**src/rtl/saw_period_meter_if.sv**
```systemverilog
// Sample bus into the sawtooth period meter and the
// measurement results it reports back.
interface saw_period_meter_if #(
    parameter int DATA_W = 12,
    parameter int CNT_W  = 20
);
    logic              sample_valid;
    logic [DATA_W-1:0] sample;
    logic [CNT_W-1:0]  period;
    logic              period_valid;
    logic [DATA_W-1:0] peak;
    logic [DATA_W-1:0] trough;
    logic              locked;
    logic              overflow;

    modport master (
        output sample_valid, sample,
        input  period, period_valid, peak, trough,
        input  locked, overflow
    );

    modport slave (
        input  sample_valid, sample,
        output period, period_valid, peak, trough,
        output locked, overflow
    );
endinterface

```
**src/rtl/saw_period_meter.sv**
```systemverilog
// Recovers sawtooth period from wrap-around drops, with
// per-period peak/trough, lock detection and overflow flag.
module saw_period_meter #(
    parameter int DATA_W      = 12,
    parameter int CNT_W       = 20,
    parameter int DROP_THRESH = 2048,
    parameter int LOCK_COUNT  = 4,
    parameter int TOL         = 2
) (
    input logic              clk,
    input logic              rst_n,
    input logic              clear,
    saw_period_meter_if.slave bus
);
    localparam logic [1:0] IDLE    = 2'd0;
    localparam logic [1:0] SEARCH  = 2'd1;
    localparam logic [1:0] MEASURE = 2'd2;

    localparam int MW  = $clog2(LOCK_COUNT + 1);
    localparam int DW1 = DATA_W + 1;

    localparam logic [MW-1:0]    LOCK_MAX = MW'(LOCK_COUNT);
    localparam logic [DW1-1:0]   THRESH   = DW1'(DROP_THRESH);
    localparam logic [CNT_W-1:0] TOL_C    = CNT_W'(TOL);
    localparam logic [CNT_W-1:0] CNT_MAX  = {CNT_W{1'b1}};
    localparam logic [CNT_W-1:0] CNT_ONE  = CNT_W'(1);

    logic [1:0]        state;
    logic [DATA_W-1:0] prev;
    logic [CNT_W-1:0]  count;
    logic [DATA_W-1:0] run_max;
    logic [DATA_W-1:0] run_min;
    logic [MW-1:0]     match_cnt;
    logic              has_ref;

    logic [CNT_W-1:0]  period_q;
    logic              pv_q;
    logic [DATA_W-1:0] peak_q;
    logic [DATA_W-1:0] trough_q;
    logic              locked_q;
    logic              ovf_q;

    logic [DW1-1:0]    drop;
    logic              wrap;
    logic [CNT_W-1:0]  pdiff;
    logic              match;
    logic [MW-1:0]     match_nxt;

    assign drop  = {1'b0, prev} - {1'b0, bus.sample};
    assign wrap  = bus.sample_valid && (state != IDLE) &&
                   (prev > bus.sample) && (drop >= THRESH);
    assign pdiff = (count >= period_q) ? count - period_q
                                       : period_q - count;
    // first period after SEARCH has no reference to match
    assign match = has_ref && (pdiff <= TOL_C);
    assign match_nxt = (match_cnt == LOCK_MAX) ? LOCK_MAX
                                               : match_cnt + 1'b1;

    always_ff @(posedge clk or negedge rst_n) begin
        if (!rst_n) begin
            state     <= IDLE;
            prev      <= '0;
            count     <= '0;
            run_max   <= '0;
            run_min   <= '0;
            match_cnt <= '0;
            has_ref   <= 1'b0;
            period_q  <= '0;
            pv_q      <= 1'b0;
            peak_q    <= '0;
            trough_q  <= '0;
            locked_q  <= 1'b0;
            ovf_q     <= 1'b0;
        end else if (clear) begin
            state     <= IDLE;
            prev      <= '0;
            count     <= '0;
            run_max   <= '0;
            run_min   <= '0;
            match_cnt <= '0;
            has_ref   <= 1'b0;
            period_q  <= '0;
            pv_q      <= 1'b0;
            peak_q    <= '0;
            trough_q  <= '0;
            locked_q  <= 1'b0;
            ovf_q     <= 1'b0;
        end else begin
            pv_q <= 1'b0;
            if (bus.sample_valid) begin
                prev <= bus.sample;
                case (state)
                    IDLE: state <= SEARCH;
                    SEARCH: begin
                        if (wrap) begin
                            count   <= CNT_ONE;
                            run_max <= bus.sample;
                            run_min <= bus.sample;
                            state   <= MEASURE;
                        end
                    end
                    MEASURE: begin
                        if (wrap) begin
                            period_q <= count;
                            peak_q   <= run_max;
                            trough_q <= run_min;
                            pv_q     <= 1'b1;
                            has_ref  <= 1'b1;
                            if (match) begin
                                match_cnt <= match_nxt;
                                locked_q  <= (match_nxt == LOCK_MAX);
                            end else begin
                                match_cnt <= '0;
                                locked_q  <= 1'b0;
                            end
                            count   <= CNT_ONE;
                            run_max <= bus.sample;
                            run_min <= bus.sample;
                        end else if (count == CNT_MAX) begin
                            ovf_q     <= 1'b1;
                            locked_q  <= 1'b0;
                            match_cnt <= '0;
                            has_ref   <= 1'b0;
                            state     <= SEARCH;
                        end else begin
                            count <= count + 1'b1;
                            if (bus.sample > run_max)
                                run_max <= bus.sample;
                            if (bus.sample < run_min)
                                run_min <= bus.sample;
                        end
                    end
                    default: state <= IDLE;
                endcase
            end
        end
    end

    assign bus.period       = period_q;
    assign bus.period_valid = pv_q;
    assign bus.peak         = peak_q;
    assign bus.trough       = trough_q;
    assign bus.locked       = locked_q;
    assign bus.overflow     = ovf_q;
endmodule

```
**src/flat_wrapper.sv**
```systemverilog
// flat-port wrapper written by rule: the top's interface ports become plain ports
module saw_period_meter_flat 
#(
    parameter int DATA_W      = 12,
    parameter int CNT_W       = 20,
    parameter int DROP_THRESH = 2048,
    parameter int LOCK_COUNT  = 4,
    parameter int TOL         = 2
)
  (clk, rst_n, clear, bus_sample_valid, bus_sample, bus_period, bus_period_valid, bus_peak, bus_trough, bus_locked, bus_overflow);
  saw_period_meter_if #(.DATA_W(DATA_W), .CNT_W(CNT_W)) bus_i ();
  input logic clk;
  input logic rst_n;
  input logic clear;
  input wire logic [$bits(bus_i.sample_valid)-1:0] bus_sample_valid;
  input wire logic [$bits(bus_i.sample)-1:0] bus_sample;
  output wire logic [$bits(bus_i.period)-1:0] bus_period;
  output wire logic [$bits(bus_i.period_valid)-1:0] bus_period_valid;
  output wire logic [$bits(bus_i.peak)-1:0] bus_peak;
  output wire logic [$bits(bus_i.trough)-1:0] bus_trough;
  output wire logic [$bits(bus_i.locked)-1:0] bus_locked;
  output wire logic [$bits(bus_i.overflow)-1:0] bus_overflow;
  assign bus_i.sample_valid = bus_sample_valid;
  assign bus_i.sample = bus_sample;
  assign bus_period = bus_i.period;
  assign bus_period_valid = bus_i.period_valid;
  assign bus_peak = bus_i.peak;
  assign bus_trough = bus_i.trough;
  assign bus_locked = bus_i.locked;
  assign bus_overflow = bus_i.overflow;
  saw_period_meter #(.DATA_W(DATA_W), .CNT_W(CNT_W), .DROP_THRESH(DROP_THRESH), .LOCK_COUNT(LOCK_COUNT), .TOL(TOL)) u_core (.clk(clk), .rst_n(rst_n), .clear(clear), .bus(bus_i));
endmodule
```
**config.mk**
```make
export PLATFORM = sky130hd
export DESIGN_NAME = saw_period_meter_flat
export DESIGN_NICKNAME = d
export VERILOG_FILES = /design/src/rtl/saw_period_meter_if.sv /design/src/rtl/saw_period_meter.sv /design/src/flat_wrapper.sv
export SDC_FILE = /design/constraint.sdc
export NUM_CORES = 1
export LEC_CHECK = 0
export ABC_AREA = 1
export CORE_UTILIZATION = 50
export DETAILED_ROUTE_END_ITERATION = 10
export PLACE_DENSITY = 0.7
export SLEW_MARGIN = 0
export SYNTH_ARGS = -nofsm -noshare
export SYNTH_HDL_FRONTEND = slang
export SYNTH_SLANG_ARGS = --single-unit
```
**constraint.sdc**
```tcl
create_clock -name clk -period 3.3 [get_ports clk]
set_clock_uncertainty 0.15 [all_clocks]
set_input_delay 0.495 -clock clk [delete_from_list [all_inputs] [get_ports clk]]
set_output_delay 0.495 -clock clk [all_outputs]
set_load 0.03 [all_outputs]
```
==> qor.csv <==
stage;metric;value;unit
outcome;status;finished clean;
power_and_ir_drop;combinational fraction of design power;36.7;%
power_and_ir_drop;maximum VDD drop;0.329;mV
layout;FILL cells;1595;
global_routing;vias in the first global route;7963;
floorplanning;chip height;132;um
logic_synthesis;Avg Cell Area, Syn;6.92;um2
layout;fin util;59.8;%
layout;most frequent cells in the layout;nand2_1 (353), inv_1 (194), dfrtp_1 (109);
global_routing;initial antenna violation count;0;
power_and_ir_drop;PwrDens;428;nW/um2
drt;routed len/inst;15.4;um
global_routing;pin count of the biggest net entering global routing;57;
drt;number of routed nets with antenna violations;0;
layout;Inserted Diodes;0;
logic_synthesis;Seq/Total Area, Yosys;32.1;%
sta;FMAX;327;MHz
layout;Syn-to-layout area delta;16.8;%
layout;layout cells sized above 1;8.72;%
run;maxcap violations;0;
cts;Post-CTS Resized;0;
layout;commonest non-fill, non-tap cell in the layout;nand2_1;
worst_setup_path;slowest CP cell;fa_1;
logic_synthesis;Synthesized Nets;1324;
sta;RSZ-0062 raised after global routing;false;
layout;Non-Filler Instances;1539;
worst_setup_path;most used cell, CP;nand3_1;
sta;Slew Limit Fails;0;
placed_design;dpl hpwl;19000;um
cts;Clk pin slew, worst setup/hold paths;0.07;ns
cts;# hold bufs at CTS;0;
drt;# DRC;0;
power_and_ir_drop;Psw;1590;uW
floorplanning;Ports;63;
logic_synthesis;post-synthesis register bit count;109;
worst_setup_path;Cell Chain, Critical Path;ha_1 > fa_1 > inv_1 > nand3_1 > nand3_1 > nand2_2 > nand3_2 > nand2_4 > nand2_8 > nand2_1 > nand3b_1 > nand3_1 > nor2_2 > nand3_2 > nor2_4 > nand3_1 > nand2_1;
sta;Slew headroom;51.1;%
cts;clock tree from TritonCTS;done;
logic_synthesis;FFs w/ async S/R, synth;100;%
sta;share of the clock period used by the worst path;92.6;%
placed_design;placed cell count;1524;
global_routing;total gr overflow;0;
worst_setup_path;worst-path maximum fanout;9;
logic_synthesis;Post-synth EDFFs;0;
sta;Final WS setup;0.243;ns
cts;TritonCTS Buffers;9;
power_and_ir_drop;Seq pwr share;37.8;%
worst_setup_path;WP data required;3.44;ns
logic_synthesis;ys flop type;dfrtp_1;
floorplanning;Die ar.;17500;um2
worst_setup_path;crit path DAT;3.20;ns
layout;Post-layout nets;1411;
drt;via count;8212;
floorplanning;FP Rows;47;
cts;root buffer cell;clkbuf_16;
logic_synthesis;cell area after synthesis;8500;um2
cts;Sink Count;109;
sta;Setup violations, final;0;
floorplanning;DIE WIDTH;132;um
global_routing;first-pass GRT wire length;38800;um
placed_design;Place WS;-0.00162;ns
logic_synthesis;synth top area cells;dfrtp_1 (32%), nand2_1 (16%), ha_1 (11%), inv_1 (8.6%), nand3_1 (4.6%);
sta;final hold vios;0;
power_and_ir_drop;sw frac;37.4;%
worst_setup_path;slowest cell delay on critical path;0.45;ns
drt;Pre-Repair DR Iteration Count;8;
drt;final WL;23700;um
logic_synthesis;Synth Instances;1228;
worst_setup_path;critical path endpoint category;flop;
cts;H-Tree Depth;3;
power_and_ir_drop;Clk pwr share;25.5;%
cts;postcts setup bufs;0;
worst_setup_path;critical setup path kind;reg2reg;
power_and_ir_drop;Internal;2660;uW
floorplanning;core area;16600;um2
logic_synthesis;YS warnings;0;
power_and_ir_drop;total leakage power;0.00518;uW
logic_synthesis;top-area cell type share of the netlist area;32.1;%
global_routing;Tot GR Track Use;27.9;%
worst_setup_path;CP startpoint kind;flop;
hold_path;min-delay worst type;in2async;
sta;final critical-path required period;3.06;ns
floorplanning;Initial Util;51.3;%
drt;DR vias/cell;5.34;
placed_design;GPL Wtd Cong;0.979;
cts;worst-skew pair later-pin latency;0.36;ns
drt;1st-iter DRT viols;409;
cts;Clock Tree Buf Depth;2;
placed_design;# port buffers;62;
sta;worst-margin pin slew;0.733;ns
logic_synthesis;dominant cell type by area after synthesis;dfrtp_1;
logic_synthesis;Netlist cell types;47;
-- area by class of cell --
cell class / instances / area [um2] / area share [%]
inverter: 206 / 773 / 7.79
clock buffer: 10 / 229 / 2.31
clock inverter: 5 / 62.6 / 0.630
sequential: 109 / 2730 / 27.5
multi-input combinational: 885 / 4860 / 49.0
timing repair buffer: 104 / 996 / 10.0
tap: 220 / 275 / 2.77
-- logic make-up after synthesis --
| kind of cell | after synthesis | synth area share, % |
|---|---|---|
| DFF | 109 | 32.1 |
| buffers and inverters | 234 | 10.8 |
| AOI/OAI and AO/OA | 216 | 14.1 |
| adders and majority gates | 80 | 12.0 |
| xor gates and xnor gates | 10 | 1.03 |
| and+or+nand+nor | 579 | 29.9 |
-- per-stage QoR --
step                      hold slack, ns  TNS [ns]  instance area, um2  total power, uW
final                             0.0297         0                9920             4250
after global routing              0.0876         0                9920             4540
after CTS                         0.0632         0                9920             4260
after detailed placement           0.323  -0.00276                9630             3180
after global placement             0.315         0                9630             3150
after floorplan                   0.0494         0                8500             2680
-- sequential cells by signal (all words and copies together), names as in the netlist --
signal / flops
u_core.bus.locked: 1
u_core.run_min: 12
u_core.bus.period_valid: 1
u_core.run_max: 12
u_core.count: 20
u_core.has_ref: 1
u_core.bus.peak: 12
u_core.bus.overflow: 1
u_core.bus.trough: 12
u_core.prev: 12
u_core.bus.period: 20
u_core.state: 2
u_core.match_cnt: 3
-- worst paths after layout --
check,startpoint,endpoint,slack [ns],cells past startpoint
setup / recovery,u_core.bus.period[0]$_DFFE_PN0P_,u_core.match_cnt[1]$_DFFE_PN0P_,0.24,17
hold / removal,rst_n,u_core.bus.period[14]$_DFFE_PN0P_,0.03,1
setup reg to reg,u_core.bus.period[0]$_DFFE_PN0P_,u_core.match_cnt[1]$_DFFE_PN0P_,0.24,17
hold reg to reg,u_core.run_min[6]$_DFFE_PN0P_,u_core.run_min[6]$_DFFE_PN0P_,0.33,2
max in group asynchronous,rst_n,u_core.prev[8]$_DFFE_PN0N_,2.19,2
min in group clk,u_core.run_min[6]$_DFFE_PN0P_,u_core.run_min[6]$_DFFE_PN0P_,0.33,2
-- power groups by stage --
| stage | Sequential [uW] | Clock (uW) | Combinational [uW] |
|---|---|---|---|
| detailed placement | 1620 | 0 | 1560 |
| CTS | 1600 | 1100 | 1560 |
| floorplan | 1620 | 0 | 1060 |
| global placement | 1620 | 0 | 1530 |
| global route | 1620 | 1150 | 1770 |
| finish | 1600 | 1080 | 1560 |
-- worst max-delay path: cells and delay by family, from the launching register on --
kind / cells / cell delay, ns
buf+inv: 1 / 0.13
fa+ha+maj: 2 / 0.72
simple gates: 14 / 1.58
flops: 1 / 0.41
-- synthesized netlist by cell type, types with 6 or more instances --
cell / n
nor3_1: 16
ha_1: 77
buf_2: 14
nand4_1: 21
nand3_1: 78
inv_1: 194
o21ai_2: 6
nand2_1: 353
nor2_1: 66
o21ai_0: 72
o22ai_1: 21
o21ai_1: 23
nand2_2: 9
a21oi_1: 72
xor2_1: 9
inv_2: 12
dfrtp_1: 109
nor2_2: 12
clkbuf_1: 9
-- routing by layer --
| metal | vias up | track usage [%] | part of all wire (%) |
|---|---|---|---|
| met5 | - | 0 | 0 |
| met4 | 0 | 10.7 | 2.9 |
| met3 | 54 | 3.58 | 4.0 |
| met2 | 223 | 49.8 | 50 |
| met1 | 3805 | 34.3 | 43 |
| li1 | 4130 | - | - |
No activity file was read; power rests on OpenSTA's default activity.
